`src/rtl/maclaurin_pkg.sv`:
```
// Shared types, Q2.16 coefficient tables and coefficient lookup for the Maclaurin engine.
package maclaurin_pkg;

  typedef enum logic [1:0] {
    ModeLn   = 2'd0,
    ModeExp  = 2'd1,
    ModeSin  = 2'd2,
    ModeRsvd = 2'd3
  } mode_e;

  localparam int unsigned COEF_FRAC = 16;

  // c_k = round(v_k * 2^16), index k = power of x
  localparam logic signed [17:0] LnCoef [16] = '{
    18'sd0,      18'sd65536,  -18'sd32768, 18'sd21845,
    -18'sd16384, 18'sd13107,  -18'sd10923, 18'sd9362,
    -18'sd8192,  18'sd7282,   -18'sd6554,  18'sd5958,
    -18'sd5461,  18'sd5041,   -18'sd4681,  18'sd4369
  };

  localparam logic signed [17:0] ExpCoef [16] = '{
    18'sd65536, 18'sd65536, 18'sd32768, 18'sd10923,
    18'sd2731,  18'sd546,   18'sd91,    18'sd13,
    18'sd2,     18'sd0,     18'sd0,     18'sd0,
    18'sd0,     18'sd0,     18'sd0,     18'sd0
  };

  localparam logic signed [17:0] SinCoef [16] = '{
    18'sd0, 18'sd65536, 18'sd0, -18'sd10923,
    18'sd0, 18'sd546,   18'sd0, -18'sd13,
    18'sd0, 18'sd0,     18'sd0, 18'sd0,
    18'sd0, 18'sd0,     18'sd0, 18'sd0
  };

  function automatic logic signed [17:0] coef(input mode_e mode, input logic [3:0] k);
    case (mode)
      ModeLn:  return LnCoef[k];
      ModeExp: return ExpCoef[k];
      ModeSin: return SinCoef[k];
      default: return 18'sd0;
    endcase
  endfunction

endpackage

```
`src/rtl/maclaurin_mac_step.sv`:
```
// One Horner step: acc*x >>> (IN_WIDTH-1) plus aligned coefficient, with range checks.
module maclaurin_mac_step
  import maclaurin_pkg::*;
#(
  parameter int unsigned IN_WIDTH     = 8,
  parameter int unsigned OUTPUT_WIDTH = 32,
  parameter int unsigned FRAC_OUT     = 16,
  localparam int unsigned AccW        = OUTPUT_WIDTH + 2
) (
  input  logic signed [AccW-1:0]     acc_i,
  input  logic signed [IN_WIDTH-1:0] x_i,
  input  logic signed [17:0]         coef_i,
  output logic signed [AccW-1:0]     acc_o,
  output logic                       step_ovf_o,
  output logic                       out_ovf_o
);

  localparam int unsigned ProdW = AccW + IN_WIDTH;
  localparam int unsigned SumW  = ProdW + 1;

  logic signed [ProdW-1:0] prod;
  logic signed [ProdW-1:0] shifted;
  logic signed [SumW-1:0]  coef_al;
  logic signed [SumW-1:0]  sum;
  logic [SumW-AccW:0]      sum_top;
  logic [AccW-OUTPUT_WIDTH:0] acc_top;

  always_comb begin
    prod    = $signed({{IN_WIDTH{acc_i[AccW-1]}}, acc_i}) *
              $signed({{AccW{x_i[IN_WIDTH-1]}}, x_i});
    shifted = prod >>> (IN_WIDTH - 1);
    coef_al = $signed({{(SumW-18){coef_i[17]}}, coef_i}) <<< (FRAC_OUT - COEF_FRAC);
    sum     = $signed({shifted[ProdW-1], shifted}) + coef_al;
    acc_o   = sum[AccW-1:0];
    // In range iff every bit above the target sign bit copies it
    sum_top    = sum[SumW-1:AccW-1];
    acc_top    = acc_o[AccW-1:OUTPUT_WIDTH-1];
    step_ovf_o = !((&sum_top) || !(|sum_top));
    out_ovf_o  = !((&acc_top) || !(|acc_top));
  end

endmodule

```
`src/rtl/maclaurin_engine.sv`:
```
// Iterative Horner evaluator for ln(1+x), e^x and sin x; one multiply-add per cycle.
// Define MACLAURIN_SAT_EN to saturate Y on overflow instead of wrapping.
module maclaurin_engine
  import maclaurin_pkg::*;
#(
  parameter int unsigned IN_WIDTH     = 8,
  parameter int unsigned OUTPUT_WIDTH = 32,
  parameter int unsigned FRAC_OUT     = 16,
  parameter int unsigned MAX_ORDER    = 7,
  localparam int unsigned NW          = $clog2(MAX_ORDER + 1)
) (
  input  logic                    clk,
  input  logic                    rst,
  input  logic                    start,
  input  logic [1:0]              mode,
  input  logic [NW-1:0]           N,
  input  logic [IN_WIDTH-1:0]     X,
  input  logic                    x_valid,
  output logic [OUTPUT_WIDTH-1:0] Y,
  output logic                    valid,
  output logic                    ready,
  output logic                    overflow,
  output logic                    error
);

  localparam int unsigned AccW = OUTPUT_WIDTH + 2;

  typedef enum logic [1:0] {StIdle, StLoad, StCalc} state_e;

  state_e                     state_q;
  mode_e                      mode_q;
  logic [NW-1:0]              n_q;
  logic [NW-1:0]              k_q;
  logic signed [IN_WIDTH-1:0] x_q;
  logic signed [AccW-1:0]     acc_q;
  logic                       ovf_q;
  logic [OUTPUT_WIDTH-1:0]    y_q;
  logic                       valid_q;
  logic                       ready_q;
  logic                       overflow_q;
  logic                       error_q;

  logic [2**NW-1:0]           n_ok;
  logic                       legal;
  logic signed [AccW-1:0]     step_acc_in;
  logic [NW-1:0]              k_sel;
  logic signed [17:0]         coef_k;
  logic signed [AccW-1:0]     acc_step;
  logic                       step_ovf;
  logic                       out_ovf;
  logic                       ovf_any;
  logic [OUTPUT_WIDTH-1:0]    y_out;

  always_comb begin
    for (int i = 0; i < 2**NW; i++) begin
      n_ok[i] = (i >= 1) && (i <= int'(MAX_ORDER));
    end
    legal = (mode != 2'd3) && n_ok[N];
  end

  // Outside CALC the step sees acc=0, so its result is the aligned c_N used as the seed
  always_comb begin
    step_acc_in = (state_q == StCalc) ? acc_q : '0;
    k_sel       = (state_q == StCalc) ? k_q : n_q;
    coef_k      = coef(mode_q, 4'(k_sel));
  end

  maclaurin_mac_step #(
    .IN_WIDTH     (IN_WIDTH),
    .OUTPUT_WIDTH (OUTPUT_WIDTH),
    .FRAC_OUT     (FRAC_OUT)
  ) u_mac_step (
    .acc_i      (step_acc_in),
    .x_i        (x_q),
    .coef_i     (coef_k),
    .acc_o      (acc_step),
    .step_ovf_o (step_ovf),
    .out_ovf_o  (out_ovf)
  );

  always_comb begin
    ovf_any = ovf_q | step_ovf | out_ovf;
`ifdef MACLAURIN_SAT_EN
    if (ovf_any) begin
      y_out = acc_step[AccW-1] ? {1'b1, {(OUTPUT_WIDTH-1){1'b0}}}
                               : {1'b0, {(OUTPUT_WIDTH-1){1'b1}}};
    end else begin
      y_out = acc_step[OUTPUT_WIDTH-1:0];
    end
`else
    y_out = acc_step[OUTPUT_WIDTH-1:0];
`endif
  end

  always_ff @(posedge clk) begin
    if (rst) begin
      state_q    <= StIdle;
      mode_q     <= ModeLn;
      n_q        <= '0;
      k_q        <= '0;
      x_q        <= '0;
      acc_q      <= '0;
      ovf_q      <= 1'b0;
      y_q        <= '0;
      valid_q    <= 1'b0;
      ready_q    <= 1'b0;
      overflow_q <= 1'b0;
      error_q    <= 1'b0;
    end else begin
      valid_q <= 1'b0;
      unique case (state_q)
        StIdle: begin
          if (start) begin
            if (legal) begin
              mode_q  <= mode_e'(mode);
              n_q     <= N;
              error_q <= 1'b0;
              ready_q <= 1'b1;
              state_q <= StLoad;
            end else begin
              error_q <= 1'b1;
            end
          end
        end
        StLoad: begin
          // start wins over a coincident sample, which is then not consumed
          if (start) begin
            if (legal) begin
              mode_q  <= mode_e'(mode);
              n_q     <= N;
              error_q <= 1'b0;
            end else begin
              error_q <= 1'b1;
              ready_q <= 1'b0;
              state_q <= StIdle;
            end
          end else if (x_valid) begin
            x_q     <= X;
            acc_q   <= acc_step;
            k_q     <= n_q - 1'b1;
            ovf_q   <= 1'b0;
            ready_q <= 1'b0;
            state_q <= StCalc;
          end
        end
        StCalc: begin
          acc_q <= acc_step;
          k_q   <= k_q - 1'b1;
          ovf_q <= ovf_q | step_ovf;
          if (k_q == '0) begin
            y_q        <= y_out;
            overflow_q <= ovf_any;
            valid_q    <= 1'b1;
            ready_q    <= 1'b1;
            state_q    <= StLoad;
          end
        end
        default: state_q <= StIdle;
      endcase
    end
  end

  assign Y        = y_q;
  assign valid    = valid_q;
  assign ready    = ready_q;
  assign overflow = overflow_q;
  assign error    = error_q;

endmodule

```
`config.mk`:
```
export PLATFORM = sky130hd
export DESIGN_NAME = maclaurin_engine
export DESIGN_NICKNAME = d
export VERILOG_FILES = /design/src/rtl/maclaurin_pkg.sv /design/src/rtl/maclaurin_mac_step.sv /design/src/rtl/maclaurin_engine.sv
export SDC_FILE = /design/constraint.sdc
export NUM_CORES = 1
export LEC_CHECK = 0
export BUFFER_PORTS_ARGS = -buffer_cell sky130_fd_sc_hd__buf_2
export CAP_MARGIN = 15
export CORE_MARGIN = 8
export CORE_UTILIZATION = 50
export CTS_BUF_LIST = sky130_fd_sc_hd__clkbuf_4 sky130_fd_sc_hd__clkbuf_8 sky130_fd_sc_hd__clkbuf_16
export CTS_CLUSTER_DIAMETER = 100
export CTS_CLUSTER_SIZE = 20
export DETAILED_ROUTE_END_ITERATION = 8
export PLACE_DENSITY_LB_ADDON = 0.25
export REMOVE_ABC_BUFFERS = 1
export SYNTH_ARGS = -nofsm -noshare
export SYNTH_HDL_FRONTEND = slang
export SYNTH_HIERARCHICAL = 1
export SYNTH_SLANG_ARGS = --single-unit
```
`constraint.sdc`:
```
create_clock -name clk -period 8.05 [get_ports clk]
set_clock_uncertainty 0.1 [all_clocks]
set_input_delay 0.805 -clock clk [delete_from_list [all_inputs] [get_ports clk]]
set_output_delay 0.805 -clock clk [all_outputs]
set_load 0.02 [all_outputs]
```
After elaboration in Yosys (flattened, before gate mapping) --
Memories as Yosys holds them, arrays and structs flattened. Cells that the tools add are included.
Word-level totals: flip-flop bits (word level) 89, input bits 17, memories kept 4, bits in read-only memories 872, output and inout bits 36, logic and storage cells 98
Memory list:
- (no name shown) | words 16, bits a word 18, rd ports 1, clocked after memory_dff 0, wr ports 0, RTL line maclaurin_pkg.sv:39 | ModeSin: return SinCoef[k];
- (no name shown) | words 16, bits a word 18, rd ports 1, clocked after memory_dff 0, wr ports 0, RTL line maclaurin_pkg.sv:38 | ModeExp: return ExpCoef[k];
- (no name shown) | words 16, bits a word 18, rd ports 1, clocked after memory_dff 0, wr ports 0, RTL line maclaurin_pkg.sv:37 | ModeLn: return LnCoef[k];
- (no name shown) | words 8, bits a word 1, rd ports 1, clocked after memory_dff 0, wr ports 0, RTL line maclaurin_engine.sv:58 | legal = (mode != 2'd3) && n_ok[N];
Cells by class: $mul 1, order comparisons 2, reduce and logical (&&, ||, !) cells 25, $add $sub $neg 3, equal/unequal tests 12, muxes and demuxes 34, bitwise operators 5
Operator list (count):
- $mux W18 | 6
- $mux W34 | 3
- $pmux W34 S2 | 1
- $pmux W18 S3 | 1
- $mul A34 B8 Y42 | 1
- $add A35 B18 Y36 | 1
- $mux W2 | 6
- $reduce_and A3 Y1 | 4
- $mux W1 | 10
- $ne A2 B2 Y1 const B | 5
- $reduce_and A10 Y1 | 1
- $reduce_or A10 Y1 | 1
- $mux W3 | 3
- $ne A3 B3 Y1 const B | 2
- $pmux W2 S3 | 1
- $pmux W3 S2 | 1
- $reduce_and A6 Y1 | 1
- $sub A3 B1 Y3 const B | 2
- $ge A5 B5 Y1 const B | 1
- $not A3 Y5 | 1
- $reduce_and A5 Y1 | 1
- $eq A2 B1 Y1 const B | 2
- $eq A2 B2 Y1 const B | 2
- $logic_not A1 Y1 | 4
- 15 further kinds | 21

Longest topological paths before layout --
Gate-level depths: netlist of run 1.
word-level depth 14, gate-level depth with buffers 37, gate-level depth less buffers 33

Modules after synthesis --
The synthesis of run 1 kept the hierarchy.
By module, submodules not included:
- maclaurin_mac_step | seq. area each 0.0 um2, area an instance 10692.8 um2, instances 1, cells each 1266
- maclaurin_engine | seq. area each 1781.7 um2, area an instance 3854.9 um2, instances 1, cells each 495

Worst setup path after synthesis of run 1 --
Ideal clock, no wire load.
path type register -> register, from register state_q[1], to register overflow_q (netlist: overflow), setup time 0.131 ns, cell stages (with the launch flop) 33, arrival time 8.238 ns, required time 7.819 ns, clock period less this slack 8.469 ns, path buffers 2, setup slack -0.419 ns, cell sequence dfxtp_1 > nor2b_1 > clkbuf_1 > clkbuf_1 > and2_1 > and2_1 > fa_1 > fa_1 > fa_1 > inv_1 > fa_1 > inv_1 > ha_1 > a211oi_1 > o211ai_1 > o22ai_1 > a21oi_1 > or2_1 > a21o_1 > a21oi_1 > xnor2_1 > ha_1 > and2_1 > and3_4 > a22o_1 > a211oi_4 > a21oi_2 > o211a_4 > or3_1 > mux4_2 > o211a_1 > nor4_1 > nor3_1
On the way: elaborated cells between the ends (all ways) 29, those cells by class add/sub (1); mul (1); eq/ne (1); mux (9); bitwise (3); reduce/logical (11); memory (3)
RTL lines:
- start, declared | RTL line maclaurin_engine.sv:30 | state_e state_q;
- start signal, assigned | RTL line maclaurin_engine.sv:97 | state_q <= StIdle;
- start signal, assigned | RTL line maclaurin_engine.sv:119 | state_q <= StLoad;
- start signal, assigned | RTL line maclaurin_engine.sv:135 | state_q <= StIdle;
- $eq A2 B2 Y1 (*) | RTL line maclaurin_engine.sv:63 | step_acc_in = (state_q == StCalc) ? acc_q : '0;
- $mux W34 (*) | RTL line maclaurin_engine.sv:63
- via step_acc_in[8] | RTL line maclaurin_engine.sv:45 | logic signed [AccW-1:0] step_acc_in;
- $mul A34 B8 Y42 (*) | RTL line maclaurin_mac_step.sv:29 | prod = $signed({{IN_WIDTH{acc_i[AccW-1]}}, acc_i}) *
- $add A35 B18 Y36 (*) | RTL line maclaurin_mac_step.sv:33 | sum = $signed({shifted[ProdW-1], shifted}) + coef_al;
- $reduce_or A10 Y1 | RTL line maclaurin_mac_step.sv:38 | step_ovf_o = !((&sum_top) || !(|sum_top));
- $logic_not A1 Y1 | RTL line maclaurin_mac_step.sv:38
- $logic_or A1 B1 Y1 (*) | RTL line maclaurin_mac_step.sv:38
- $logic_not A1 Y1 (*) | RTL line maclaurin_mac_step.sv:38
- via step_ovf | RTL line maclaurin_engine.sv:49 | logic step_ovf;
- $or A1 B1 Y1 (*) (2 in a row) | RTL line maclaurin_engine.sv:82 | ovf_any = ovf_q | step_ovf | out_ovf;
- end signal, assigned | RTL line maclaurin_engine.sv:152 | overflow_q <= ovf_any;
- end, declared | RTL line maclaurin_engine.sv:40 | logic overflow_q;
Mark *: on every way through the listed nets, which the timed path passes. The rest lies on a longest branch. The select of a mux whose other input is x is not followed. A chain may end at the register's enable or synchronous reset.

Worst setup path in the final report of run 1 --
Same ends and word-level chain as after synthesis.

==> results of run 1 <==
cell families (layout without fill, tap and decap cells):
logic type,count (synthesis),after routing
compound gates,278,278
mux,14,14
xor+xnor,62,62
fa+ha+maj,330,330
simple gates,638,638
buf+inv,350,478
other cells,0,1
flops,89,89
routing by layer:
layer  GRT usage [%]  routed length, um  share of wire (%)  up-vias
li1                -                  -                  -     5817
met5               0                  0                  0        -
met3            2.61               1430                3.8       72
met1            27.3              16400                 44     5982
met2            38.0              18500                 49      240
met4            8.09               1360                3.6        0
per-stage QoR:
step,hold WS (ns),instances
after floorplan,0.321,1695
after global placement,0.333,2250
after detailed placement,0.339,2250
after CTS,0.348,2267
after global routing,0.370,2273
final,0.346,2274
layout by cell type, fill, tap and decap left out, types with 9 or more instances in the layout:
master,instances
nor3_1,18
xor2_1,16
nand2_1,228
buf_2,51
a21o_1,26
inv_1,280
clkbuf_16,9
or3_1,10
nand2b_1,21
nor2_1,68
o21ai_0,21
a21oi_1,129
and2_4,24
and2_1,194
o21bai_1,9
nand3_1,14
dfxtp_1,87
o21a_1,11
fa_1,207
ha_1,111
xnor2_1,45
nand4_1,9
buf_4,119
worst max-delay path, delay by kind of cell, from the launching register on:
family                   cells  cell delay [ns]
multiplexers                 1             0.45
AND/OR/NAND/NOR             11             1.77
buffers and inverters        5             0.59
adder cells (fa/ha/maj)      6             2.46
flip-flops                   1             0.33
AO/OA/AOI/OAI               10             2.05
final timing paths:
check,endpoint,slack [ns],cells after the start
setup / recovery,overflow$_SDFFE_PP0P_,0.15,33
hold / removal,acc_q[26]$_SDFFE_PP0P_,0.35,2
setup reg to reg,overflow$_SDFFE_PP0P_,0.15,33
hold reg to reg,acc_q[26]$_SDFFE_PP0P_,0.35,2
layout make-up:
type | count | share of cell area [%]
Multi-Input combinational cell | 1322 | 70.6
Sequential cell | 89 | 10.7
Timing Repair Buffer | 178 | 7.67
Inverter | 284 | 6.42
Tap cell | 384 | 2.89
Clock buffer | 11 | 1.48
Clock inverter | 5 | 0.233
Antenna cell | 1 | 0.0151
flip-flops by register name, summed over array words and instances (netlist names):
register  count
acc_q        34
state_q       2
error         1
Y            32
mode_q        2
n_q           3
overflow      1
ovf_q         1
k_q           3
valid         1
ready         1
x_q           8
repair_timing:
item | CTS | global route
endpoints found under the setup margin | 2 | 11
resized for setup | 23 | 71
setup buffers | 1 | 5
gates cloned | 0 | 1
pin swaps | 9 | 39
where the power goes:
group / switching, mW / total, mW / internal (mW)
Sequential: 0.00910 / 0.458 / 0.449
Clock: 0.201 / 0.424 / 0.223
Combinational: 0.144 / 0.240 / 0.0958
Total: 0.354 / 1.12 / 0.768
==> metrics.txt, run 1 <==
CTS tree=built; Synth Area in Compound Gates=12.1%; largest area contributor in the netlist=fa_1; Peak Freq=127 MHz; vias in the first global route=between 10000 and 15000; sequential cell area=1780 um2; Worst EP arrival=8.02 ns; XOR/XNOR Fraction of Synth Area=3.73%; LEAKAGE=8.07 nW; top cells by count, synth=inv_1, nand2_1, and2_1, fa_1, a21oi_1; CP startpoint kind=flip-flop; # nets final=2231; Final Util=57.9%; Via density=5.33; synth top area cells=fa_1, dfxtp_1, ha_1; routability cong.=0.910; Max rail drop VDD=0.0770 mV; Final Power=1.12 mW; synth unique cells=80; min-delay worst type=flip-flop to flip-flop; final setup slack of the worst path=0.150 ns; Max-slew headroom=about a third; FP Rows=62; core footprint=roughly 29000 um2; Max clock buf depth=2; worst skew pair latency=0.37 ns; Initial Util=50.7%; wire length of the first global-routing pass=~63000 um; Seq cells post-synth=89; kind of end point of the critical path=flip-flop; Die X=between 150 and 200 um; Post-Synth Adder-Cell Area=39.2%; TNS Setup=0 ns; total grt overflow=0; Routed WL=about 38000 um; Layout area overhead=14.2%; Reg2Reg Launch Point=state_q[1]$_SDFFE_PP0P_; ANT nets after route=0; critical path launch point=state_q[1]$_SDFFE_PP0P_; WP data required=8.17 ns; final instance area=16600 um2; Post-synth EDFFs=0; Fin. Hold Viols=0; Synth Cell Area=14500 um2; worst-margin pin slew=1.01 ns; count of hold-fix buffers inserted at cts=0; Seq/Total Area, Yosys=about an eighth; multi-input logic area=11700 um2; DRT iter0 DRCs=766; PwrDens=approximately 68 nW/um2; mux contribution to synthesized area=1.14%; antenna violations before repair=0; port bufs=52; Die Span Y=around 190 um; Pre-Repair DR Iteration Count=5; Tmin final=7.90 ns; Crit Path Category=flip-flop to flip-flop; Root Driver=clkbuf_16; Filler cells=2656; simple-gate portion of the synthesized area=between 20% and 30%; Post-route DRC=0; largest family of logic cells by synthesized area=adder cells; clock sink count=just under 90; largest stage delay on the critical path=0.53 ns; slowest stage cell, crit path=fa_1; Slew Limit Fails=0; cell with the most instances after synthesis=inv_1; final setup fails=0; post-synth top area share=28.9%; Post-synth ARST share=0%; cts bufs inserted=9; CP Max Fanout=8; Setup Slack @ Placement=-0.154 ns; WL/cell=16.6 um; Vias=12100; max-cap violations=0; RSZ-0062 raised after global routing=true; largest net degree at the start of global routing=91; io pins=53; die area=34800 um2; DP Wirelength=between 20000 and 30000 um; clock edge transition at the registers on the reported setup and hold paths=0.08 ns; Synth Instances=1761; Syn. warnings=6; final worst-path cycle share=98.1%; status=finished clean; Top FF cell, synth=dfxtp_1; post-synthesis area per instance=about 8.3 um2; layout cells sized above 1=15.4%; worst hold path startpoint=acc_q[26]$_SDFFE_PP0P_; Overall Global Routing Usage=21.8%; CTS H-Tree Depth=3; Placed Area=16000 um2
No activity file was read; power rests on OpenSTA's default activity.
==> run 2: changes to the inputs <==
- CORE_UTILIZATION: 50 -> 59
==> metrics.txt, run 2 (same netlist as run 1, synthesis figures left out) <==
status=finished clean; Worst EP arrival=8.10 ns (+0.08 ns); ANT nets after route=0 (unchanged); Peak Freq=125 MHz (-1.1%); largest net degree at the start of global routing=91 (unchanged); routability cong.=0.935 (+2.8%); die area=29900 um2 (-14%); kind of end point of the critical path=flip-flop; worst-margin pin slew=0.968 ns (-0.0368 ns); most frequent cells in the layout=inv_1, nand2_1, fa_1; FP Rows=57 (-8.1%); DRT iter0 DRCs=755 (-1.4%); worst hold path startpoint=acc_q[23]$_SDFFE_PP0P_; total grt overflow=0 (unchanged); largest stage delay on the critical path=0.51 ns (-0.02 ns); wire length of the first global-routing pass=62800 um (-0.15%); Via density=5.51 (+3.5%); placed insts=2203 (-2.1%); final setup slack of the worst path=0.0651 ns (-0.0854 ns); CP dominant cell by count=fa_1; Sw Ratio=32.5% (+0.98 points); WL/cell=16.8 um (+1.7%); WP data required=8.17 ns (about the same); part of the power in combinational logic=20.9% (-0.5 points); Reg2Reg Launch Point=state_q[1]$_SDFFE_PP0P_; LEAKAGE=8.15 nW (+0.93%); largest register by flop count=acc_q; Final Power=1.14 mW (+1.3%); CP startpoint kind=flip-flop; antenna violations before repair=0 (unchanged); CP Max Fanout=16 (+8); RSZ-0062 raised after global routing=true; P_sw=370 uW (+4.4%); min-delay worst type=flip-flop to flip-flop; Max clock buf depth=2 (unchanged); Internal=766 uW (-0.18%); Seq pwr share=40.2% (-0.6 points); PwrDens=68.6 nW/um2 (+1.6%); Overall Global Routing Usage=25.3% (+3.5 points); antenna cells=0 (-1); Buf/Inv on CP=3 (-2); most common cell after layout, fill and taps aside=inv_1; port bufs=52 (unchanged); final setup fails=0 (unchanged); final worst-path cycle share=99.2% (+1.1 points); CTS tree=built; Slew Limit Fails=0 (unchanged); Layout area overhead=13.8%; Setup Slack @ Placement=-0.0775 ns (+0.0768 ns); Initial Util=60.0% (+9.3 points); TNS Setup=0 ns (unchanged); worst skew pair latency=0.36 ns (about the same); max FFs per register=34 (unchanged); clock share of power=38.9% (+1.1 points); DP Wirelength=29600 um (+0.21%); Crit Path Category=flip-flop to flip-flop; critical path launch point=state_q[1]$_SDFFE_PP0P_; Vias=12300 (+1.2%); Die Span Y=173 um (-7.3%); crit-path leading delay family=adder cells; # nets final=2243 (+0.54%); clock edge transition at the registers on the reported setup and hold paths=0.08 ns (about the same); layout cells sized above 1=14.8% (-0.57 points); Max rail drop VDD=0.0909 mV (+18%); Max-slew headroom=35.4% (+2.5 points); Routed WL=37500 um (-0.49%); cts bufs inserted=9 (unchanged); count of hold-fix buffers inserted at cts=0 (unchanged); io pins=53 (unchanged); Fin. Hold Viols=0 (unchanged); Root Driver=clkbuf_16; Die X=173 um (-7.3%); CTS H-Tree Depth=3 (unchanged); core footprint=24200 um2 (-16%); clock sink count=89 (unchanged); Tmin final=7.98 ns (+0.0854 ns); max-cap violations=0 (unchanged); Post-route DRC=0 (unchanged); slowest stage cell, crit path=fa_1; post-route insts no fill=2225 (-2.2%); Pre-Repair DR Iteration Count=5 (unchanged); vias in the first global route=12800 (+1.4%)
-- run 2: power groups by stage --
stage                     logic (mW)  clock network, mW  registers [mW]
after global routing           0.259              0.468           0.458
after global placement         0.225                  0           0.466
after floorplan                0.137                  0           0.470
after detailed placement       0.229                  0           0.467
final                          0.237              0.442           0.457
after CTS                      0.231              0.448           0.457
-- run 2: timing repair --
action	in CTS	in global routing
pin swaps	9	24
setup buffers	3	3
endpoints found under the setup margin	2	11
resized for setup	14	46
endpoints found under the hold margin	0	0
-- run 2: worst paths after layout --
check,endpoint,slack (ns),cells past startpoint
setup / recovery,overflow$_SDFFE_PP0P_,0.07,31
hold / removal,acc_q[23]$_SDFFE_PP0P_,0.35,2
setup reg to reg,overflow$_SDFFE_PP0P_,0.07,31
hold reg to reg,acc_q[23]$_SDFFE_PP0P_,0.35,2
-- run 2: metrics by stage --
stage	util [%]	hold slack (ns)	cell area (um2)
final	68.3	0.347	16600
after global routing	68.3	0.369	16600
after CTS	67.6	0.350	16400
after detailed placement	66.0	0.339	16000
after global placement	66.0	0.333	16000
after floorplan	-	0.321	14300
-- run 2: area by class of cell --
| cell class | instances | area [um2] |
|---|---|---|
| Clock buffer | 9 | 225 |
| Clock inverter | 7 | 81.3 |
| Fill cell | 1996 | 7690 |
| Inverter | 284 | 1070 |
| Multi-Input combinational cell | 1322 | 11600 |
| Sequential cell | 89 | 1780 |
| Tap cell | 324 | 405 |
| Timing Repair Buffer | 190 | 1380 |
-- run 2: metal layers --
layer	wire, um	vias up	track usage (%)
met5	0	-	0
met4	1220	0	9.81
met3	1900	85	3.40
met2	18700	365	44.1
li1	-	5841	-
met1	15700	5971	31.2
-- run 2: tightest hold or removal path, cell delays in order, from the launching register on --
cell and delay, ns:
dfxtp_1 0.31, nand2_1 0.05, a21oi_1 0.05
